File: config.mk
export PLATFORM = sky130hd
export DESIGN_NAME = painel_rolagem
export DESIGN_NICKNAME = d
export VERILOG_FILES = /design/src/rtl/painel_rolagem.sv
export SDC_FILE = /design/constraint.sdc
export NUM_CORES = 1
export LEC_CHECK = 0
export CAP_MARGIN = 20
export CORE_MARGIN = 4
export CORE_UTILIZATION = 46
export CTS_BUF_LIST = sky130_fd_sc_hd__clkbuf_16
export DETAILED_ROUTE_END_ITERATION = 10
export PLACE_DENSITY = 0.79
export SLEW_MARGIN = 20
export SYNTH_ARGS = -nofsm -noshare
export SYNTH_HDL_FRONTEND = slang
export SYNTH_SLANG_ARGS = --single-unit
File: constraint.sdc
create_clock -name clk -period 1.6 [get_ports clk]
set_input_delay 0.24 -clock clk [delete_from_list [all_inputs] [get_ports clk]]
set_output_delay 0.24 -clock clk [all_outputs]
set_load 0.02 [all_outputs]
File: src/rtl/painel_rolagem.sv
// painel_rolagem: scroll controller and N-bit universal shift register for the display panel
// Ports: clk, rst_n (async active-low); entrada_paralela image to load; carregar load request;
// rolar_en scroll enable; direcao 0 = toward MSB, 1 = toward LSB; circular 1 = rotate, 0 = zero fill;
// painel register image; s1/s0 cell select (00 load, 01 posterior, 10 anterior, 11 hold);
// ocupado high in LOAD/SCROLL; volta one-cycle pulse after every N shifts.
module painel_rolagem #(
  parameter int N = 16,
  parameter int DIV = 4
) (
  input  logic         clk,
  input  logic         rst_n,
  input  logic [N-1:0] entrada_paralela,
  input  logic         carregar,
  input  logic         rolar_en,
  input  logic         direcao,
  input  logic         circular,
  output logic [N-1:0] painel,
  output logic         s1,
  output logic         s0,
  output logic         ocupado,
  output logic         volta
);
  localparam int PW = DIV > 1 ? $clog2(DIV) : 1;
  localparam int CW = $clog2(N);
  typedef enum logic [1:0] {IDLE, LOAD, SCROLL} state_t;
  state_t state, state_n;
  logic [PW-1:0] presc;
  logic [CW-1:0] cnt;
  logic [N-1:0] nxt;
  logic tick, shift, last;
  assign tick = state == SCROLL && presc == PW'(DIV - 1);
  // a pending load or a dropped enable swallows the tick
  assign shift = tick && !carregar && rolar_en;
  assign last = cnt == CW'(N - 1);
  assign ocupado = state != IDLE;
  always_comb begin
    state_n = state;
    {s1, s0} = 2'b11;
    case (state)
      IDLE: state_n = carregar ? LOAD : IDLE;
      LOAD: begin
        {s1, s0} = 2'b00;
        state_n = rolar_en ? SCROLL : IDLE;
      end
      SCROLL: begin
        if (carregar) state_n = LOAD;
        else if (!rolar_en) state_n = IDLE;
        else if (shift) begin
          {s1, s0} = direcao ? 2'b01 : 2'b10;
          state_n = (last && !circular) ? IDLE : SCROLL;
        end
      end
      default: state_n = IDLE;
    endcase
  end
  for (genvar i = 0; i < N; i++) begin : g_cell
    logic ant, post;
    if (i == 0) begin : g_lo
      assign ant = circular & painel[N-1];
    end else begin : g_lo_n
      assign ant = painel[i-1];
    end
    if (i == N - 1) begin : g_hi
      assign post = circular & painel[0];
    end else begin : g_hi_n
      assign post = painel[i+1];
    end
    assign nxt[i] = s1 ? (s0 ? painel[i] : ant) : (s0 ? post : entrada_paralela[i]);
  end
  always_ff @(posedge clk or negedge rst_n) begin
    if (!rst_n) begin
      state <= IDLE;
      painel <= '0;
      presc <= '0;
      cnt <= '0;
      volta <= 1'b0;
    end else begin
      state <= state_n;
      painel <= nxt;
      presc <= (state == SCROLL && rolar_en && !carregar && !tick) ? presc + 1'b1 : '0;
      cnt <= state == LOAD ? '0 : shift ? (last ? '0 : cnt + 1'b1) : cnt;
      volta <= shift && last;
    end
  end
endmodule

==> metrics.yaml, run 1 <==
setup_path:
  rrSetupSlack_ns: 0.05
  path_class: "register to primary output"
  cp-startpoint: "state[0]"
  worstPathRequired_ns: 1.36
  r2r_end: "cnt[3]"
  worstSetupEndpointType: "primary output"
  arrival_ns: 1.35
  cp-start-kind: "register"
  cp_max_fo: 3
  r2r_cells: 5
  crit_end: "s0"
  r2r-start: "presc[0]"
clock_network:
  cts_tree: "done"
  cts.sinks: 25
  cts_hold_buffers: 0
  clk_pin_slew_worst_paths_ns: 0.06
  root_buffer: "clkbuf_16"
  htree_levels: 1
  clock_path_buffers: 2
  clkLatencyLatePin_ns: 0.26
  numCtsBuffers: 3
sta:
  hold_viol: 0
  tightest_slew_ns: 0.3902
  period_share_pct: 99.46
  max_freq_mhz: 628.4
  maxSlewHeadroom_pct: 73.31
  fin_skew_ns: 0.002934
  fin_crit_ns: 1.591
  finalSetupViolations: 0
  slew_viol_final: 0
  holdWs_ns: 0.3496
  setup-tns-final_ns: 0
  grt_setup_unrepaired: "true"
synthesis:
  synthTopCellsByCount: "dfrtp_1, nand2_1, inv_1, mux2i_1, o221ai_1"
  ys.flop_type: "dfrtp_1"
  netlist_area_mm2: 0.001351
  synth_top_area_share_pct: 46.30
  yosysSeqAreaShare_pct: 46.30
  synth.most_common_cell: "dfrtp_1"
  syn_avg_cell_area_um2: 10.24
  synth_top_cell_by_area: "dfrtp_1"
  synthTopCellsByArea: "dfrtp_1, mux2i_1, o221ai_1"
  syn_inst: 132
  synth_fp_nets: 156
  synth_edf_count: 0
  synth_cell_types: 36
  async_flop_share_pct: 100.0
  yosysWarnings: 0
  synth-seq-cells: 25
layout:
  final_util_pct: 71.44
  drive_gt1_share_pct: 18.18
  diodes: 0
  nets: 212
  area_growth_syn_to_layout_pct: 47.04
  finalInstanceArea_mm2: 0.001987
floorplanning:
  num_rows: 19
  initial_core_util_pct: 48.58
  pin_count: 42
  die_area_mm2: 0.003869
  die_h_um: 62.20
  dieWidth_um: 62.20
  core_mm2: 0.002781
global_route:
  track_usage_pct: 19.92
  grt_max_degree: 26
  grt.overflow.total: 0
  antenna_found_initial: 0
  grt_pass1_vias: 1379
  grt_first_pass_wirelength_mm: 6.444
run:
  cap_violations: 0
pwr:
  p_leak_nw: 0.9298
  power_mw: 1.872
  peakVddDrop_uv: 727.0
  power_density_mw_per_mm2: 942.1
place:
  dpl_cell_area_mm2: 0.001882
  io_buffer_count: 41
  hpwl_mm: 2.656
  gp_congestion: 0.7797
detailed_routing:
  ant_nets: 0
  post-route-drc-count: 0
  wl_per_cell_um: 17.20
  vias: 1274
  routed_wl_mm: 3.749
  vias_per_cell: 5.844
  drtIter0Drc: 39
  firstDrtPassIters: 4
worst_hold_path:
  hold_path_class: "input pin to asynchronous set/reset pin"
run_status:
  status: "finished clean"
-- routing by layer --
metal / vias up / global-route usage (%) / part of all wire [%]
li1: 593 / - / -
met1: 614 / 24.54 / 43
met2: 61 / 34.72 / 51
met3: 6 / 3.423 / 5.1
met4: 0 / 6.775 / 1.2
met5: - / 0 / 0
-- worst max-delay path, cell delays in order (launching register included) --
cell and delay [ns]:
dfrtp_1 0.38, and4bb_2 0.35, nand2_2 0.07, o21a_1 0.18, buf_6 0.13
-- repair_timing --
item | 4_1_cts | 5_1_grt
resized for setup | 12 | 10
pin swaps | 1 | 3
setup endpoints to repair | 3 | 7
gates cloned | 0 | 0
buffers inserted | 0 | 1
-- final cells by class --
type                    instances  area [um2]
clock inverters                 1       5.005
fillers                       196       794.5
inverters                      16       60.06
well taps                      31       38.79
multi-input cells              83       635.6
clock buffers                   3       75.07
flip-flops and latches         25       625.6
repair buffers                 59       546.8
-- placed cells by master (no fill, tap or decap), types with 2 or more instances in the layout --
master	instances
clkdlybuf4s50_1	34
dfrtp_1	25
buf_4	18
nand2_1	16
mux2i_1	15
inv_1	15
o221ai_1	14
nand3_1	5
a21oi_1	4
dlymetal6s2s_1	4
clkbuf_16	3
nor2b_1	2
o31ai_1	2
o21ai_0	2
buf_2	2
-- state kept, by name, summed over array words and instances (netlist names) --
name / flops
presc: 2
volta: 1
painel: 16
state: 2
cnt: 4
-- worst min path at each step --
stage	endpoint	start
floorplan	cnt[0]	rst_n
global placement	presc[0]	presc[0]
detailed placement	presc[0]	presc[0]
CTS	painel[15]	rst_n
global route	painel[15]	rst_n
finish	state[1]	rst_n
-- report_power, final --
| part | total [mW] | switching [mW] | internal [mW] |
|---|---|---|---|
| Clock | 0.554 | 0.217 | 0.337 |
| Sequential | 0.782 | 0.0798 | 0.703 |
| Combinational | 0.536 | 0.257 | 0.279 |
-- kinds of logic (layout without fill, tap and decap cells) --
family / count (synthesis) / in the layout / synth area share, %
buffers and inverters: 24 / 79 / 7.870
adders and majority gates: 2 / 2 / 1.852
muxes: 15 / 15 / 11.11
and+or+nand+nor: 35 / 35 / 15.09
DFF: 25 / 25 / 46.30
AOI/OAI and AO/OA: 31 / 31 / 17.78
-- through the flow --
stage	setup slack [ns]	instances
after global placement	-0.4218	213
after CTS	-0.04910	217
after floorplan	0.1613	132
after detailed placement	-0.4403	213
final	0.008597	218
after global routing	-0.03104	218
Power figures use the tool's default switching activity.
==> run 2, diff against run 1 <==
--- a/config.mk
+++ b/config.mk
@@ -10,8 +10,8 @@
 export CORE_UTILIZATION = 46
 export CTS_BUF_LIST = sky130_fd_sc_hd__clkbuf_16
 export DETAILED_ROUTE_END_ITERATION = 10
+export GPL_ROUTABILITY_DRIVEN = 0
 export PLACE_DENSITY = 0.79
-export SLEW_MARGIN = 20
 export SYNTH_ARGS = -nofsm -noshare
 export SYNTH_HDL_FRONTEND = slang
 export SYNTH_SLANG_ARGS = --single-unit
==> results of run 2 <==
Final layout, timing and power as in run 1 (identical DEF).
